`config.mk`:
```
export PLATFORM = sky130hd
export DESIGN_NAME = io_digit_ctrl_flat
export DESIGN_NICKNAME = d
export VERILOG_FILES = /design/src/rtl/io_digit_ctrl_pkg.sv /design/src/rtl/io_digit_ctrl_if.sv /design/src/rtl/io_digit_ctrl.sv /design/src/flat_wrapper.sv
export SDC_FILE = /design/constraint.sdc
export NUM_CORES = 1
export LEC_CHECK = 0
export ABC_AREA = 1
export CAP_MARGIN = 20
export CORE_MARGIN = 3
export CORE_UTILIZATION = 40
export DETAILED_ROUTE_END_ITERATION = 6
export PLACE_DENSITY = 0.76
export REMOVE_ABC_BUFFERS = 1
export SLEW_MARGIN = 20
export SYNTH_ARGS = -nofsm -noshare
export SYNTH_HDL_FRONTEND = slang
export SYNTH_SLANG_ARGS = --single-unit
```
`constraint.sdc`:
```
create_clock -name clk -period 2.4 [get_ports clk]
set_input_delay 0.36 -clock clk [delete_from_list [all_inputs] [get_ports clk]]
set_output_delay 0.36 -clock clk [all_outputs]
set_load 0.02 [all_outputs]
```
`src/rtl/io_digit_ctrl_pkg.sv`:
```
// Shared definitions for the output digit sequencer: state encoding, sign tag, digit counts.
package io_digit_ctrl_pkg;

   localparam int unsigned OCT_DIGITS_DEFAULT = 10;
   localparam int unsigned DEC_DIGITS_DEFAULT = 7;

   // Device symbol carrying the sign; bit0 is filled with the sign of C.
   localparam logic [4:0] SIGN_TAG = 5'b1_0000;

   // One-hot, same style as the arithmetic control block.
   typedef enum logic [5:0] {
      StIdle  = 6'b000001,
      StSign  = 6'b000010,
      StReq   = 6'b000100,
      StShift = 6'b001000,
      StSend  = 6'b010000,
      StDone  = 6'b100000
   } state_e;

endpackage

```
`src/rtl/io_digit_ctrl_if.sv`:
```
// Bundle of the sequencer's operation-unit, arithmetic-control and output-device signals.
interface io_digit_ctrl_if;

   logic       start_from_op;
   logic       fmt_dec_from_op;
   logic       clear_from_pu;
   logic       output_sign_from_ac;
   logic       reg_c1_from_au;
   logic       do_left_shift_c_from_ac;
   logic       ac_answer_from_ac;
   logic       order_io_to_ac;
   logic       shift_3_bit_to_ac;
   logic       shift_4_bit_to_ac;
   logic [4:0] dev_data_to_dev;
   logic       dev_valid_to_dev;
   logic       dev_ready_from_dev;
   logic       busy_to_op;
   logic       io_answer_to_op;

   // Environment side: operation unit, arithmetic control and output device.
   modport master (
      output start_from_op, fmt_dec_from_op, clear_from_pu, output_sign_from_ac,
             reg_c1_from_au, do_left_shift_c_from_ac, ac_answer_from_ac, dev_ready_from_dev,
      input  order_io_to_ac, shift_3_bit_to_ac, shift_4_bit_to_ac, dev_data_to_dev,
             dev_valid_to_dev, busy_to_op, io_answer_to_op
   );

   // Sequencer side.
   modport slave (
      input  start_from_op, fmt_dec_from_op, clear_from_pu, output_sign_from_ac,
             reg_c1_from_au, do_left_shift_c_from_ac, ac_answer_from_ac, dev_ready_from_dev,
      output order_io_to_ac, shift_3_bit_to_ac, shift_4_bit_to_ac, dev_data_to_dev,
             dev_valid_to_dev, busy_to_op, io_answer_to_op
   );

endinterface

```
`src/rtl/io_digit_ctrl.sv`:
```
// Output digit sequencer: emits the sign of C, then its magnitude MSD first, one shift group
// requested from the arithmetic control per digit, each digit handed over valid/ready.
module io_digit_ctrl
   import io_digit_ctrl_pkg::*;
#(
   parameter int unsigned OCT_DIGITS = OCT_DIGITS_DEFAULT,
   parameter int unsigned DEC_DIGITS = DEC_DIGITS_DEFAULT
) (
   input logic            clk,
   input logic            reset,
   io_digit_ctrl_if.slave bus
);

   localparam int unsigned max_digits = (OCT_DIGITS > DEC_DIGITS) ? OCT_DIGITS : DEC_DIGITS;
   localparam int unsigned cnt_w      = $clog2(max_digits + 1);

   state_e           state_q, state_d;
   logic             fmt_q, fmt_d;
   logic [cnt_w-1:0] cnt_q, cnt_d;
   logic [3:0]       digit_sr_q, digit_sr_d;
   logic [cnt_w-1:0] limit;
   logic             busy;

   assign limit = fmt_q ? cnt_w'(DEC_DIGITS) : cnt_w'(OCT_DIGITS);

   // State register; clear aborts to idle with nothing pending.
   always_ff @(posedge clk or posedge reset) begin
      if (reset) begin
         state_q    <= StIdle;
         fmt_q      <= 1'b0;
         cnt_q      <= '0;
         digit_sr_q <= '0;
      end else if (bus.clear_from_pu) begin
         state_q    <= StIdle;
         fmt_q      <= 1'b0;
         cnt_q      <= '0;
         digit_sr_q <= '0;
      end else begin
         state_q    <= state_d;
         fmt_q      <= fmt_d;
         cnt_q      <= cnt_d;
         digit_sr_q <= digit_sr_d;
      end
   end

   // Next-state and output decode; clear forces every output low in its own cycle.
   always_comb begin
      state_d              = state_q;
      fmt_d                = fmt_q;
      cnt_d                = cnt_q;
      digit_sr_d           = digit_sr_q;
      bus.order_io_to_ac   = 1'b0;
      bus.dev_data_to_dev  = 5'b0;
      bus.dev_valid_to_dev = 1'b0;
      bus.io_answer_to_op  = 1'b0;

      unique case (state_q)
         StIdle: begin
            if (bus.start_from_op) begin
               fmt_d      = bus.fmt_dec_from_op;
               cnt_d      = '0;
               digit_sr_d = '0;
               state_d    = StSign;
            end
         end
         StSign: begin
            bus.dev_data_to_dev  = SIGN_TAG | {4'b0, bus.output_sign_from_ac};
            bus.dev_valid_to_dev = 1'b1;
            if (bus.dev_ready_from_dev) state_d = StReq;
         end
         StReq: begin
            bus.order_io_to_ac = 1'b1;
            state_d            = StShift;
         end
         StShift: begin
            // A shift in the same cycle as the answer is still captured.
            if (bus.do_left_shift_c_from_ac) digit_sr_d = {digit_sr_q[2:0], bus.reg_c1_from_au};
            if (bus.ac_answer_from_ac) state_d = StSend;
         end
         StSend: begin
            bus.dev_data_to_dev  = {1'b0, fmt_q & digit_sr_q[3], digit_sr_q[2:0]};
            bus.dev_valid_to_dev = 1'b1;
            if (bus.dev_ready_from_dev) begin
               cnt_d      = cnt_q + cnt_w'(1);
               digit_sr_d = '0;
               state_d    = (cnt_q + cnt_w'(1) == limit) ? StDone : StReq;
            end
         end
         StDone: begin
            bus.io_answer_to_op = 1'b1;
            state_d             = StIdle;
         end
         default: state_d = StIdle;
      endcase

      busy                  = (state_q != StIdle);
      bus.busy_to_op        = busy;
      bus.shift_3_bit_to_ac = busy & ~fmt_q;
      bus.shift_4_bit_to_ac = busy & fmt_q;

      if (bus.clear_from_pu) begin
         bus.order_io_to_ac    = 1'b0;
         bus.dev_data_to_dev   = 5'b0;
         bus.dev_valid_to_dev  = 1'b0;
         bus.io_answer_to_op   = 1'b0;
         bus.busy_to_op        = 1'b0;
         bus.shift_3_bit_to_ac = 1'b0;
         bus.shift_4_bit_to_ac = 1'b0;
      end
   end

endmodule

```
`src/flat_wrapper.sv`:
```
// flat-port wrapper written by rule: the top's interface ports become plain ports
module io_digit_ctrl_flat import io_digit_ctrl_pkg::*;
#(
   parameter int unsigned OCT_DIGITS = OCT_DIGITS_DEFAULT,
   parameter int unsigned DEC_DIGITS = DEC_DIGITS_DEFAULT
)
  (clk, reset, bus_start_from_op, bus_fmt_dec_from_op, bus_clear_from_pu, bus_output_sign_from_ac, bus_reg_c1_from_au, bus_do_left_shift_c_from_ac, bus_ac_answer_from_ac, bus_dev_ready_from_dev, bus_order_io_to_ac, bus_shift_3_bit_to_ac, bus_shift_4_bit_to_ac, bus_dev_data_to_dev, bus_dev_valid_to_dev, bus_busy_to_op, bus_io_answer_to_op);
  io_digit_ctrl_if bus_i ();
  input logic clk;
  input logic reset;
  input wire logic [$bits(bus_i.start_from_op)-1:0] bus_start_from_op;
  input wire logic [$bits(bus_i.fmt_dec_from_op)-1:0] bus_fmt_dec_from_op;
  input wire logic [$bits(bus_i.clear_from_pu)-1:0] bus_clear_from_pu;
  input wire logic [$bits(bus_i.output_sign_from_ac)-1:0] bus_output_sign_from_ac;
  input wire logic [$bits(bus_i.reg_c1_from_au)-1:0] bus_reg_c1_from_au;
  input wire logic [$bits(bus_i.do_left_shift_c_from_ac)-1:0] bus_do_left_shift_c_from_ac;
  input wire logic [$bits(bus_i.ac_answer_from_ac)-1:0] bus_ac_answer_from_ac;
  input wire logic [$bits(bus_i.dev_ready_from_dev)-1:0] bus_dev_ready_from_dev;
  output wire logic [$bits(bus_i.order_io_to_ac)-1:0] bus_order_io_to_ac;
  output wire logic [$bits(bus_i.shift_3_bit_to_ac)-1:0] bus_shift_3_bit_to_ac;
  output wire logic [$bits(bus_i.shift_4_bit_to_ac)-1:0] bus_shift_4_bit_to_ac;
  output wire logic [$bits(bus_i.dev_data_to_dev)-1:0] bus_dev_data_to_dev;
  output wire logic [$bits(bus_i.dev_valid_to_dev)-1:0] bus_dev_valid_to_dev;
  output wire logic [$bits(bus_i.busy_to_op)-1:0] bus_busy_to_op;
  output wire logic [$bits(bus_i.io_answer_to_op)-1:0] bus_io_answer_to_op;
  assign bus_i.start_from_op = bus_start_from_op;
  assign bus_i.fmt_dec_from_op = bus_fmt_dec_from_op;
  assign bus_i.clear_from_pu = bus_clear_from_pu;
  assign bus_i.output_sign_from_ac = bus_output_sign_from_ac;
  assign bus_i.reg_c1_from_au = bus_reg_c1_from_au;
  assign bus_i.do_left_shift_c_from_ac = bus_do_left_shift_c_from_ac;
  assign bus_i.ac_answer_from_ac = bus_ac_answer_from_ac;
  assign bus_i.dev_ready_from_dev = bus_dev_ready_from_dev;
  assign bus_order_io_to_ac = bus_i.order_io_to_ac;
  assign bus_shift_3_bit_to_ac = bus_i.shift_3_bit_to_ac;
  assign bus_shift_4_bit_to_ac = bus_i.shift_4_bit_to_ac;
  assign bus_dev_data_to_dev = bus_i.dev_data_to_dev;
  assign bus_dev_valid_to_dev = bus_i.dev_valid_to_dev;
  assign bus_busy_to_op = bus_i.busy_to_op;
  assign bus_io_answer_to_op = bus_i.io_answer_to_op;
  io_digit_ctrl #(.OCT_DIGITS(OCT_DIGITS), .DEC_DIGITS(DEC_DIGITS)) u_core (.clk(clk), .reset(reset), .bus(bus_i));
endmodule
```
After elaboration in Yosys (flattened, before gate mapping)
Index checks and enable logic that the tools add are counted.
{ "classes": {"bitwise_logic": 4, "n_reduce_logical": 9, "n_div": 0, "addsub": 1, "eq_ne": 13, "mux": 30, "n_lt_le_gt_ge": 0, "shifts": 0, "mul": 0} }
{ "ops": {"columns": ["operator", "count"], "rows": [
  ["$mux W6", 6],
  ["$pmux W6 S5", 1],
  ["$mux W4", 7],
  ["$ne A3 B3 Y1 const B", 5],
  ["$mux W1", 12],
  ["$pmux W4 S3", 1],
  ["$pmux W5 S2", 1],
  ["$pmux W4 S2", 1],
  ["$reduce_and A4 Y1", 2],
  ["$eq A6 B1 Y1 const B", 1],
  ["$eq A6 B2 Y1 const B", 1],
  ["$eq A6 B3 Y1 const B", 1],
  ["$eq A6 B4 Y1 const B", 1],
  ["$eq A6 B5 Y1 const B", 1],
  ["$eq A6 B6 Y1 const B", 1],
  ["$ne A6 B1 Y1 const B", 1],
  ["$mux W5", 1],
  ["$add A4 B1 Y4 const B", 1],
  ["$eq A4 B4 Y1", 1],
  ["$reduce_bool A2 Y1", 2],
  ["$reduce_bool A4 Y1", 1],
  ["$and A1 B1 Y1", 3],
  ["$reduce_and A3 Y1", 1],
  ["$reduce_bool A3 Y1", 1],
  ["other kinds (3)", 3]
]} }
{ "totals": {"n_memories": 0, "regBits": 15, "input_bits": 10, "rom_bits": 0, "output_inout_bits": 11, "elab_cells": 61, "latchBits": 0, "ram_bits": 0} }

Longest topological paths before layout
{ "logic_depth": {"ltp_word": 6, "mapped_depth": 10, "depth_no_buf": 10} }

Worst setup path after synthesis
OpenSTA, ideal clock, no wires.
{ "synth_timing": {"kind": "register -> output", "start": "reg u_core.state_q[2]", "end": "out bus_dev_data_to_dev[0]", "required_time_ns": 2.040, "path_buffers": 0, "path_slack_ns": 0.565, "path_stages_with_launch": 8, "arrival_ns": 1.475, "cell_sequence": "dfrtp_1 > nor2_4 > nand2_1 > inv_2 > nand2_2 > nor2_2 > inv_1 > o21ai_0"} }
{ "synth_via": {"elab_chain_len": 3, "elab_cells_between_ends": 4, "cone_classes": "2 x eq/ne; 2 x mux"} }
{ "synth_lines": {"columns": ["element", "line_no", "text"], "rows": [
  ["from (decl)", "io_digit_ctrl.sv:17", "state_e state_q, state_d;"],
  ["from (signal assigned)", "io_digit_ctrl.sv:29", "state_q <= StIdle;"],
  ["from (signal assigned)", "io_digit_ctrl.sv:34", "state_q <= StIdle;"],
  ["from (signal assigned)", "io_digit_ctrl.sv:39", "state_q <= state_d;"],
  ["$eq A6 B5 Y1 or $eq A6 B2 Y1 (tied branches)", "io_digit_ctrl.sv:57", "unique case (state_q)"],
  ["$pmux W5 S2 *", "io_digit_ctrl.sv:57", null],
  ["$mux W5 *", "io_digit_ctrl.sv:101", "if (bus.clear_from_pu) begin"],
  ["to (decl)", "flat_wrapper.sv:22", "output wire logic [$bits(bus_i.dev_data_to_dev)-1:0] bus_dev_data_to_dev;"]
]} }
Every way passes the cells marked *; elsewhere a longest branch is shown, timed or not.

Worst setup path after layout
{ "layout_timing": {"start": "in bus_clear_from_pu", "end": "out bus_io_answer_to_op"} }
{ "layout_via": {"elab_chain_len": 1} }
{ "layout_lines": {"columns": ["element", "line_no", "text"], "rows": [
  ["from (decl)", "flat_wrapper.sv:13", "input wire logic [$bits(bus_i.clear_from_pu)-1:0] bus_clear_from_pu;"],
  ["$mux W1", "io_digit_ctrl.sv:101", null],
  ["to (decl)", "flat_wrapper.sv:25", "output wire logic [$bits(bus_i.io_answer_to_op)-1:0] bus_io_answer_to_op;"]
]} }
Every way passes these cells.

==> out/metrics.yaml <==
cpPeakStageDelay_ps: 610
dp_cells: 202
drt_first_pass_iters: 4
vias: 1022
n_fill_cell: 229
crit_buf_inv: 3
hpwl_um: 1880
synth_cell_types: 21
clk-insertion-delay-late_ps: 280
ir_worst_vdd_mv: 0.284
clkSinkCount: 15
crit_chain: "clkdlybuf4s50_1, inv_1, nand3_1, nor2_1, clkdlybuf4s50_1"
final_common_cell: "nand2_1"
critPathKind: "in2out"
r2r_start: "u_core.state_q[0]"
grt_max_degree: 16
crit_slowest_cell: "clkdlybuf4s50_1"
p_per_area_nw_per_um2: 507
die_w_um: 56.2
hold_class: "in2async"
layout.nets: 190
gp_congestion: 0.886
fin_tns_setup_ps: 0
core_um2: 2300
clkTransAtPathRegs_ps: 100
antenna_left: 0
grt_pass1_vias: 997
cp_max_fo: 6
max_freq_mhz: 441
rsz0062_at_grt: "no"
ys.warnings.count: 0
period_needed_ps: 2270
antenna_found_initial: 0
ys_seq_area_share_pct: 37.4
grt_use_total_pct: 16.3
regToRegSetupSlack_ps: 820
syn_area_per_cell_um2: 6.66
area_growth_syn_to_layout_pct: 28.2
outcome: "complete, no violations"
cts_tree: "yes"
r2r_end: "u_core.cnt_q[3]"
drc_errors: 0
routed_via_density: 4.96
reg2reg_depth: 8
numCtsBuffers: 3
drive_above_1_share_pct: 14.0
cts_resized: 3
drv_slew: 0
rows: 17
port_buffers: 20
initial_core_util_pct: 43.8
syn-cell-area_um2: 1010
wl_per_cell_um: 11.6
cts_setup_buffers: 0
clockRootBuffer: "clkbuf_4"
slew_headroom_pct: 61.2
postSynthCellCount: 151
die_area_um2: 3150
worst_ep_required_time_ps: 2040
io_pins: 21
finalCritPeriodShare_pct: 94.4
grt_overflow: 0
regArea_um2: 377
instances_no_fill: 206
cts_hold_buf: 0
h-tree-depth: 1
arrival_ps: 1910
wl_um: 2390
synth-seq-cells: 15
hold_viol: 0
diodes: 0
clk_path_buf_depth: 2
worstSetupStartpointType: "input pin"
worst_path_most_repeated_cell: "clkdlybuf4s50_1"
multiInputGateArea_um2: 524
drt-initial-drc-count: 41
die_y_um: 56.2
final_cell_mix: "nand2_1, nor2_1, inv_1, nand3_1"
grt_pass1_wl_um: 4140
fin_skew_ps: 8.68
path_delay_family: "buffers and inverters"
tightest_slew_ps: 582
end_kind: "output port"
p_leak_uw: 0.000713
setup_viol: 0
maxCapViolCount: 0
registers in the layout (all words and copies together) (netlist names):
signal	count
u_core.cnt_q	4
u_core.digit_sr_q	4
u_core.fmt_q	1
u_core.state_q	6
cells in the mapped netlist:
library cell	number	area (um^2)
nand2_2	4	25.0
nor2_2	3	18.8
a21oi_1	2	10.0
inv_2	3	11.3
nor2_4	3	33.8
nand4_2	1	12.5
ha_1	1	12.5
dfstp_2	1	26.3
o21ai_2	1	8.76
o21ai_0	6	30.0
o22ai_1	1	6.26
o21ai_1	1	5.00
dfrtp_1	14	350
nor3_1	1	5.00
nand4_1	4	25.0
nor2_1	26	97.6
buf_4	1	7.51
inv_1	23	86.3
nand3_1	17	85.1
nand3_2	1	10.0
nand2_1	37	139
worst max path at each step:
stage	from	end	slack, ps	cells past startpoint
CTS	u_core.state_q[5]	bus_dev_valid_to_dev	70	4
global route	u_core.state_q[2]	bus_dev_data_to_dev[3]	20	6
floorplan	u_core.state_q[2]	bus_dev_data_to_dev[0]	560	7
global placement	bus_clear_from_pu	bus_dev_data_to_dev[0]	150	5
detailed placement	bus_clear_from_pu	bus_io_answer_to_op	130	5
finish	bus_clear_from_pu	bus_io_answer_to_op	130	5
report_power, final:
group	switching [uW]	total, uW	leakage, uW	internal (uW)
combinational	143	223	0.000494	79.8
clock	81.3	146	0.0000150	64.5
sequential	16.1	285	0.000205	269
kinds of logic after synthesis:
family	Yosys count	share of synthesized area [%]
flip-flops	15	37.4
buffers and inverters	27	10.4
adder cells (fa/ha/maj)	1	1.24
AND/OR/NAND/NOR	97	44.9
AO/OA/AOI/OAI	11	5.97
per-layer routing:
layer / track usage, % / share of wire (%)
met5: 0 / 0
met3: 3.25 / 5.4
met1: 21.2 / 49
met4: 6.78 / 0.42
met2: 26.0 / 45
final cells by class:
class | instances | area share, %
Inverter | 26 | 7.57
Timing Repair Buffer | 24 | 17.8
Multi-Input combinational cell | 109 | 40.6
Clock buffer | 4 | 2.04
Sequential cell | 15 | 29.2
Tap cell | 28 | 2.72
through the flow:
| step | hold WS [ps] | worst slack [ps] | cell area [um^2] | total power, uW | utilization, % |
|---|---|---|---|---|---|
| global placement | 458 | 145 | 1260 | 512 | 55.0 |
| global route | 479 | 20.9 | 1290 | 698 | 56.2 |
| detailed placement | 462 | 127 | 1260 | 514 | 55.0 |
| floorplan | 261 | 565 | 998 | 435 | - |
| finish | 424 | 134 | 1290 | 654 | 56.2 |
| CTS | 450 | 72.1 | 1290 | 660 | 56.0 |
Note: power is estimated with default switching activity, not from simulation.
